--- config.mk ---
export PLATFORM = sky130hd
export DESIGN_NAME = systolic_sched
export DESIGN_NICKNAME = d
export VERILOG_FILES = /design/src/rtl/systolic_pkg.sv /design/src/rtl/skew_line.sv /design/src/rtl/systolic_sched.sv
export SDC_FILE = /design/constraint.sdc
export NUM_CORES = 2
export LEC_CHECK = 0
export BUFFER_PORTS_ARGS = -buffer_cell sky130_fd_sc_hd__buf_2
export CORE_AREA = 2 2 746 748
export DETAILED_ROUTE_END_ITERATION = 10
export DIE_AREA = 0 0 748 750
export PLACE_DENSITY = 0.31
export SLEW_MARGIN = 15
export SYNTH_ARGS = -nofsm -noshare
export SYNTH_HDL_FRONTEND = slang
export SYNTH_SLANG_ARGS = --single-unit
--- constraint.sdc ---
create_clock -name i_clk -period 3.9 [get_ports i_clk]
set_input_delay 0.78 -clock i_clk [delete_from_list [all_inputs] [get_ports i_clk]]
set_output_delay 0.78 -clock i_clk [all_outputs]
set_load 0.1 [all_outputs]
--- src/rtl/systolic_pkg.sv ---
// Shared FSM state encoding and job-phase length helpers for the systolic array scheduler.
package systolic_pkg;

    typedef enum logic [2:0] {
        ST_IDLE,
        ST_FEED,
        ST_DRAIN,
        ST_SYNC,
        ST_CAPT,
        ST_RESP
    } state_e;

    function automatic int feed_len(input int n);
        return n;
    endfunction

    // Last operand pair enters the far corner PE 2N-2 cycles after FEED ends, plus one to accumulate.
    function automatic int drain_len(input int n);
        return 2 * n - 1;
    endfunction

    function automatic int cnt_width(input int n);
        return (2 * n > 2) ? $clog2(2 * n) : 1;
    endfunction

    localparam int N_DEF     = 3;
    localparam int FEED_LEN  = feed_len(N_DEF);
    localparam int DRAIN_LEN = drain_len(N_DEF);

endpackage

--- src/rtl/skew_line.sv ---
// Fixed-depth delay line used to diagonally skew one array lane; DEPTH=0 is a wire.
module skew_line #(
    parameter int WIDTH = 32,
    parameter int DEPTH = 1
) (
    input  logic             i_clk,
    input  logic             i_rst_n,
    input  logic [WIDTH-1:0] i_d,
    output logic [WIDTH-1:0] o_q
);

    generate
        if (DEPTH == 0) begin : g_pass
            assign o_q = i_d;
        end else begin : g_delay
            logic [WIDTH-1:0] r_sh [DEPTH];

            always_ff @(posedge i_clk or negedge i_rst_n) begin
                if (!i_rst_n) begin
                    for (int i = 0; i < DEPTH; i++) begin
                        r_sh[i] <= '0;
                    end
                end else begin
                    r_sh[0] <= i_d;
                    for (int i = 1; i < DEPTH; i++) begin
                        r_sh[i] <= r_sh[i-1];
                    end
                end
            end

            assign o_q = r_sh[DEPTH-1];
        end
    endgenerate

endmodule

--- src/rtl/systolic_sched.sv ---
// Two-requester job scheduler for an NxN output-stationary systolic array:
// round-robin accept, skewed operand feed, drain, sync, result capture and response handshake.
module systolic_sched
    import systolic_pkg::*;
#(
    parameter int W = 32,
    parameter int N = 3
) (
    input  logic                 i_clk,
    input  logic                 i_rst_n,
    input  logic [1:0]           i_req_valid,
    output logic [1:0]           o_req_ready,
    input  logic [1:0]           i_req_mode,
    input  logic [2*W*N*N-1:0]   i_req_A,
    input  logic [2*W*N*N-1:0]   i_req_B,
    output logic                 o_arr_en,
    output logic                 o_arr_mode,
    output logic                 o_arr_sync,
    output logic [W*N-1:0]       o_arr_A,
    output logic [W*N-1:0]       o_arr_B,
    input  logic [W*N*N-1:0]     i_arr_C,
    output logic                 o_resp_valid,
    output logic                 o_resp_id,
    output logic [W*N*N-1:0]     o_resp_C,
    input  logic                 i_resp_ready,
    output logic                 o_busy
);

    localparam int MW      = W * N * N;
    localparam int LW      = W * N;
    localparam int C_FEED  = feed_len(N);
    localparam int C_DRAIN = drain_len(N);
    localparam int CW      = cnt_width(N);

    state_e           r_state;
    logic [CW-1:0]    r_cnt;
    logic             r_prio;
    logic             r_id;
    logic [MW-1:0]    r_A;
    logic [MW-1:0]    r_B;
    logic             r_arr_en;
    logic             r_arr_mode;
    logic             r_arr_sync;
    logic             r_busy;
    logic             r_resp_valid;
    logic             r_resp_id;
    logic [MW-1:0]    r_resp_C;

    logic [1:0]       w_gnt;
    logic             w_accept;
    logic             w_gnt_id;
    logic [LW-1:0]    w_pre_A;
    logic [LW-1:0]    w_pre_B;

    // Grant is gated by reset so no requester sees ready while the block is held in reset.
    always_comb begin
        w_gnt = 2'b00;
        if (i_rst_n && (r_state == ST_IDLE)) begin
            if (i_req_valid == 2'b11) begin
                w_gnt = r_prio ? 2'b10 : 2'b01;
            end else begin
                w_gnt = i_req_valid;
            end
        end
    end

    assign w_accept    = |w_gnt;
    assign w_gnt_id    = w_gnt[1];
    assign o_req_ready = w_gnt;

    // Unskewed lanes: column k of A and row k of B while feeding, zero otherwise.
    always_comb begin
        w_pre_A = '0;
        w_pre_B = '0;
        if (r_state == ST_FEED) begin
            for (int r = 0; r < N; r++) begin
                w_pre_A[r*W +: W] = r_A[(int'(r_cnt) * N + r) * W +: W];
                w_pre_B[r*W +: W] = r_B[(r * N + int'(r_cnt)) * W +: W];
            end
        end
    end

    assign o_arr_A[W-1:0] = w_pre_A[W-1:0];
    assign o_arr_B[W-1:0] = w_pre_B[W-1:0];

    generate
        for (genvar r = 1; r < N; r++) begin : g_lane
            skew_line #(
                .WIDTH (W),
                .DEPTH (r)
            ) u_skew_a (
                .i_clk   (i_clk),
                .i_rst_n (i_rst_n),
                .i_d     (w_pre_A[r*W +: W]),
                .o_q     (o_arr_A[r*W +: W])
            );

            skew_line #(
                .WIDTH (W),
                .DEPTH (r)
            ) u_skew_b (
                .i_clk   (i_clk),
                .i_rst_n (i_rst_n),
                .i_d     (w_pre_B[r*W +: W]),
                .o_q     (o_arr_B[r*W +: W])
            );
        end
    endgenerate

    always_ff @(posedge i_clk or negedge i_rst_n) begin
        if (!i_rst_n) begin
            r_state      <= ST_IDLE;
            r_cnt        <= '0;
            r_prio       <= 1'b0;
            r_id         <= 1'b0;
            r_A          <= '0;
            r_B          <= '0;
            r_arr_en     <= 1'b0;
            r_arr_mode   <= 1'b0;
            r_arr_sync   <= 1'b0;
            r_busy       <= 1'b0;
            r_resp_valid <= 1'b0;
            r_resp_id    <= 1'b0;
            r_resp_C     <= '0;
        end else begin
            case (r_state)
                ST_IDLE: begin
                    if (w_accept) begin
                        r_A        <= w_gnt_id ? i_req_A[MW +: MW] : i_req_A[0 +: MW];
                        r_B        <= w_gnt_id ? i_req_B[MW +: MW] : i_req_B[0 +: MW];
                        r_id       <= w_gnt_id;
                        r_prio     <= ~w_gnt_id;
                        r_cnt      <= '0;
                        r_busy     <= 1'b1;
                        r_arr_en   <= 1'b1;
                        r_arr_mode <= i_req_mode[w_gnt_id];
                        r_state    <= ST_FEED;
                    end
                end
                ST_FEED: begin
                    if (r_cnt == CW'(C_FEED - 1)) begin
                        r_cnt   <= '0;
                        r_state <= ST_DRAIN;
                    end else begin
                        r_cnt <= r_cnt + 1'b1;
                    end
                end
                ST_DRAIN: begin
                    if (r_cnt == CW'(C_DRAIN - 1)) begin
                        r_cnt      <= '0;
                        r_arr_sync <= 1'b1;
                        r_state    <= ST_SYNC;
                    end else begin
                        r_cnt <= r_cnt + 1'b1;
                    end
                end
                ST_SYNC: begin
                    r_arr_en   <= 1'b0;
                    r_arr_mode <= 1'b0;
                    r_arr_sync <= 1'b0;
                    r_cnt      <= '0;
                    r_state    <= ST_CAPT;
                end
                ST_CAPT: begin
                    r_resp_C     <= i_arr_C;
                    r_resp_id    <= r_id;
                    r_resp_valid <= 1'b1;
                    r_cnt        <= '0;
                    r_state      <= ST_RESP;
                end
                ST_RESP: begin
                    if (i_resp_ready) begin
                        r_resp_valid <= 1'b0;
                        r_busy       <= 1'b0;
                        r_cnt        <= '0;
                        r_state      <= ST_IDLE;
                    end
                end
                default: begin
                    r_state <= ST_IDLE;
                end
            endcase
        end
    end

    assign o_arr_en     = r_arr_en;
    assign o_arr_mode   = r_arr_mode;
    assign o_arr_sync   = r_arr_sync;
    assign o_busy       = r_busy;
    assign o_resp_valid = r_resp_valid;
    assign o_resp_id    = r_resp_id;
    assign o_resp_C     = r_resp_C;

endmodule

==> Yosys cells after proc, flatten, opt, wreduce, memory -nomap -nowiden <==
Index checks and enable logic that the tools add are counted.
{ "totals": {"inputBits": 1447, "wordCells": 88, "reg_bits": 1070, "out_inout_bits": 488} }
{ "op_classes": {"bitwise_logic": 1, "mul": 1, "mux": 27, "eq_ne": 12, "n_addsub": 5, "n_reduce_logical": 16, "n_lt_le_gt_ge": 1, "shift": 6} }
{ "op_table": {"columns": ["cell", "n"], "rows": [
  ["288-bit 2-to-1 mux", 2],
  ["288-bit by 10-bit variable part select with 32-bit output", 2],
  ["288-bit by 32-bit variable part select with 32-bit output", 2],
  ["288-bit by 12-bit variable part select with 32-bit output", 1],
  ["288-bit by 9-bit variable part select with 32-bit output", 1],
  ["96-bit 2-to-1 mux", 2],
  ["27-bit by 2-bit adder with 27-bit output, second input constant", 1],
  ["3-bit 2-to-1 mux", 7],
  ["3-bit one-hot mux with 6 select lines", 1],
  ["3-bit one-hot mux with 5 select lines", 1],
  ["1-bit one-hot mux with 2 select lines", 5],
  ["3-bit by 2-bit == test with 1-bit output, second input constant", 3],
  ["3-bit == test, second input constant", 3],
  ["2-bit AND reduction", 4],
  ["2-bit nonzero test", 4],
  ["5-bit by 2-bit adder with 6-bit output, second input constant", 1],
  ["1-bit 2-to-1 mux", 6],
  ["2-bit 2-to-1 mux", 3],
  ["2-bit inequality test, second input constant", 3],
  ["3-bit AND reduction", 2],
  ["3-bit by 2-bit multiplier with 5-bit output, second input constant", 1],
  ["5-bit nonzero test", 1],
  ["2-bit by 3-bit adder with 4-bit output, first input constant", 1],
  ["3-bit by 3-bit adder with 4-bit output, first input constant", 1],
  ["10 further kinds", 11]
]} }

==> Depth between registers and ports, before layout <==
{ "logic_depth": {"ltp_word": 7, "depth_mapped": 11} }

==> Hierarchy <==
Synthesis repeated with hierarchy kept, for this count alone.
{ "unflattened": {"hier_cells": 4576, "area_unflattened_um2": 49286.0} }
{ "by_module_without_submodules": {"columns": ["mod", "instances", "area_each_um2", "seq_area_each_um2", "cells_per_inst"], "rows": [
  ["systolic_sched", 1, 44001.0, 21971.1, 4320],
  ["skew_line (g_lane[2].u_skew_a ...)", 2, 1841.8, 1601.5, 96],
  ["skew_line (g_lane[1].u_skew_a ...)", 2, 800.8, 800.8, 32]
]} }

==> Worst setup path after synthesis <==
Ideal clock, no wire load.
{ "synth_timing": {"kind": "reg-to-output", "start": "register r_cnt[1]", "end": "output o_arr_B[10]", "stages_incl_launch_ff": 7, "arrival_ns": 2.959, "path_buffers": 3, "slack_ns": 0.161, "path_cell_list": "dfrtp_1 -> clkbuf_1 -> clkbuf_1 -> clkbuf_1 -> mux4_2 -> nand2_1 -> a21oi_1"} }
{ "synth_between": {"elab_chain_len": 2} }
{ "synth_lines": {"columns": ["item", "line", "text"], "rows": [
  ["from (decl)", "systolic_sched.sv:36", "logic [CW-1:0] r_cnt;"],
  ["from (signal assigned)", "systolic_sched.sv:145", "r_cnt <= r_cnt + 1'b1;"],
  ["from (signal assigned)", "systolic_sched.sv:154", "r_cnt <= r_cnt + 1'b1;"],
  ["288-bit by 9-bit variable part select with 32-bit output", "systolic_sched.sv:78", "w_pre_B[r*W +: W] = r_B[(r * N + int'(r_cnt)) * W +: W];"],
  ["96-bit 2-to-1 mux", "systolic_sched.sv:75", "if (r_state == ST_FEED) begin"],
  ["to (decl)", "systolic_sched.sv:20", "output logic [W*N-1:0] o_arr_B,"]
]} }
Every way passes these cells.

==> Worst setup path after layout <==
{ "layout_timing": {"start": "register r_cnt[0]", "end": "output o_arr_A[29]"} }
{ "layout_between": {"elab_chain_len": 3} }
{ "layout_lines": {"columns": ["item", "line", "text"], "rows": [
  ["3-bit by 2-bit multiplier with 5-bit output", "systolic_sched.sv:77", "w_pre_A[r*W +: W] = r_A[(int'(r_cnt) * N + r) * W +: W];"],
  ["288-bit by 32-bit variable part select with 32-bit output", "systolic_sched.sv:77", null],
  ["96-bit 2-to-1 mux", "systolic_sched.sv:75", null],
  ["to (decl)", "systolic_sched.sv:19", "output logic [W*N-1:0] o_arr_A,"]
]} }
Every way passes these cells.

==> results.json <==
{
  "outcome": "finished clean",
  "holdPathStages": 3,
  "rows": 274,
  "finalSetupViolCount": 0,
  "fin_skew_ps": 83.9,
  "peakVddDrop_uv": 612,
  "rsz0062_at_grt": "true",
  "start_util_pct": 8.78,
  "min_path_type": "in -> reg",
  "clock-sinks": 1070,
  "grt_overflow": 0,
  "syn-num-nets": 5932,
  "die_h_um": 750,
  "sw_frac_of_total_pct": 56.2,
  "drv_slew": 0,
  "gp_congestion": 0.887,
  "p_leak_nw": 34.3,
  "critPathTopFamily": "simple AND/OR/NAND/NOR gates",
  "synth_edf_count": 0,
  "insertion_delay_ps": 910,
  "cpMostUsedCell": "buf_12",
  "cp_num_cells": 6,
  "slowest_stage": "dfrtp_4",
  "crit_type": "reg -> out",
  "synthFlopType": "dfrtp_1",
  "endpoint_kind": "output port",
  "muxShareOfSynthArea_pct": 16.5,
  "grt_antenna_before_repair": 448,
  "placed_cell_area_um2": 68400,
  "routed_wl_um": 490000,
  "h-tree-depth": 4,
  "worst_hold_slack_ps": 120,
  "cp_slowest_stage_delay_ps": 560,
  "cts-root-buf": "clkbuf_16",
  "combinationalPowerShare_pct": 56.4,
  "drtIter0Drc": 4305,
  "pin_count": 1935,
  "period_minus_slack_ps": 3820,
  "cts_buffer_depth": 4,
  "p_per_area_nw_per_um2": 1120,
  "design.core.area_um2": 554000,
  "drc_errors": 0,
  "area_growth_pct": 55.6,
  "p_int_w": 0.0369,
  "num_vias": 48100,
  "final_common_cell": "buf_2",
  "cts_tree": "built",
  "p_clk_share_pct": 18.5,
  "layout_common_cells": "buf_2 (1867), nand2_1 (1253), dfrtp_1 (1064)",
  "grt_max_degree": 127,
  "yosys.area_share.simple_pct": 11.5,
  "dpl.cell_count": 13500,
  "fin_ws_ps": 75.1,
  "pre_cts_ws_ps": -9.85,
  "grt_pass1_wl_um": 598000,
  "cap_viol_max_count": 0,
  "dr.pass1.iters": 6,
  "yosysWarnings": 0,
  "finalPower_w": 0.0844,
  "ant_nets": 0,
  "required_ps": 3120,
  "worstPathArrival_ps": 3040,
  "synthAdderAreaFrac_pct": 0.195,
  "die_w_um": 748,
  "syn_area_per_cell_um2": 10.9,
  "grt_pass1_vias": 47200,
  "viasPerCell": 3.42,
  "ff2ff_path_depth": 10,
  "path_clk_slew_ps": 50,
  "synth_top_family_by_area": "multiplexers",
  "die_area_um2": 561000,
  "max_freq_mhz": 261,
  "synth_xor_area_share_pct": 0.0360,
  "synth_seq_cells": 1070,
  "netlist_instances": 4478,
  "numCtsBuffers": 157,
  "place.detailed.hpwl_um": 411000,
  "stdcell_count": 14100,
  "synth_compound_area_share_pct": 12.5,
  "fin_crit_sh_pct": 98.1,
  "p_sw_w": 0.0475,
  "synth_area_um2": 48600,
  "yosysUniqueCellTypes": 42,
  "fin_area_um2": 75700,
  "p_seq_share_pct": 25.1,
  "io_buffers": 1934,
  "async_reset_ff_share_pct": 100,
  "hold_viol_final": 0,
  "nets": 7898,
  "cp.buffers_inverters": 3,
  "track_usage_pct": 16.7,
  "slew_headroom_pct": 21.2,
  "startpoint_type": "register",
  "final.fill_count": 63300,
  "ys_seq_area_share_pct": 55.0,
  "tightest_slew_ps": 1180,
  "wl_per_cell_um": 34.8,
  "path_cells": "buf_12 > nor2_2 > a21oi_1 > buf_4 > nor2_1 > buf_12",
  "critPathMaxFanout": 69,
  "drive_gt1_share_pct": 43.6
}
## registers in the layout, indices dropped and copies added, names as in the netlist, 3 cells and up
| register | cells |
|---|---|
| r_B | 288 |
| g_lane.u_skew_b.g_delay.r_sh | 32 |
| g_lane.u_skew_a.g_delay.r_sh | 32 |
| r_state | 3 |
| g_lane.u_skew_a.o_q | 64 |
| o_resp_C | 288 |
| r_cnt | 3 |
| g_lane.u_skew_b.o_q | 64 |
| r_A | 288 |
## cells by family (layout without fill, tap and decap cells)
kind of cell,after synthesis,in the layout
adders and majority gates,7,7
other,0,180
DFF,1070,1070
AOI/OAI and AO/OA,858,858
muxes,644,644
and+or+nand+nor,1478,1482
xor gates and xnor gates,2,2
buffers and inverters,419,2499
## timing repair
item / CTS / global route
setup buffers: 15 / 0
pin swaps: 4 / 2
endpoints found under the hold margin: 178 / 0
hold buffers: 71 / 0
resized for setup: 90 / 3
cloned: 11 / 0
setup endpoints to repair: 65 / 7
## tightest hold or removal path: cells and delay by family
| kind | cells | cell delay, ps |
|---|---|---|
| and+or+nand+nor | 1 | 50 |
| AOI/OAI and AO/OA | 1 | 70 |
| buffers and inverters | 1 | 80 |
## stage by stage
stage / util [%] / setup TNS (ps)
finish: 13.7 / 0
floorplan: - / 0
global route: 13.6 / -14.1
detailed placement: 12.3 / -9.85
global placement: 12.3 / -64.2
CTS: 13.6 / -130
## area by class of cell
type	count	area, um2	area share [%]
clock buffer	225	4650	6.14
timing repair buffer	2215	13700	18.1
multi-input combinational	2993	20200	26.7
inverter	7	31.3	0.0413
antenna	180	450	0.595
tap	7314	9150	12.1
sequential	1070	26800	35.4
clock inverter	52	769	1.02
## layer usage
layer / share of wire (%) / track usage [%] / vias up / wire, um
li1: - / - / 19900 / -
met1: 40 / 20.4 / 24400 / 198000
met2: 43 / 25.5 / 2659 / 211000
met3: 12 / 8.34 / 908 / 59500
met4: 4.1 / 5.63 / 212 / 20000
met5: 0.28 / 0 / - / 1390
## power by group through the flow
stage / clock network [W] / logic [W] / registers (W)
6_report: 0.0156 / 0.0476 / 0.0212
5_1_grt: 0.0165 / 0.0499 / 0.0217
4_1_cts: 0.0162 / 0.0484 / 0.0212
3_5_place_dp: 0 / 0.0470 / 0.0212
3_3_place_gp: 0 / 0.0471 / 0.0213
2_1_floorplan: 0 / 0.0181 / 0.0313
## final timing paths
kind	from	endpoint	slack, ps
worst max-delay path	r_cnt[0]	o_arr_A[29]	80
max in group asynchronous	i_rst_n	r_A[287]	1790
worst max register to register	r_cnt[1]	g_lane[1].u_skew_a.o_q[29]	440
worst min-delay path	i_req_A[548]	r_A[260]	120
worst min register to register	g_lane[2].u_skew_a.g_delay.r_sh[62]	g_lane[2].u_skew_a.o_q[30]	330
min in group asynchronous	i_rst_n	o_resp_C[24]	550
## cells in the mapped netlist (2+ instances only)
cell type,instances,area [um2]
dfrtp_1,1070,26800
buf_2,170,851
and3_1,2,12.5
mux2_2,290,3270
nand2_1,1255,4710
buf_1,20,75.1
ha_1,6,75.1
inv_1,6,22.5
nor2b_1,3,18.8
a21oi_1,134,671
and2_1,4,25.0
nand2b_1,4,25.0
xor2_1,2,17.5
mux2i_1,258,2580
mux4_2,96,2160
a22oi_1,641,4810
buf_4,67,503
clkbuf_1,155,582
or3b_2,2,17.5
o21ai_0,40,200
a32o_1,32,320
nor2_1,201,754
(Power assumes the default switching activity.)
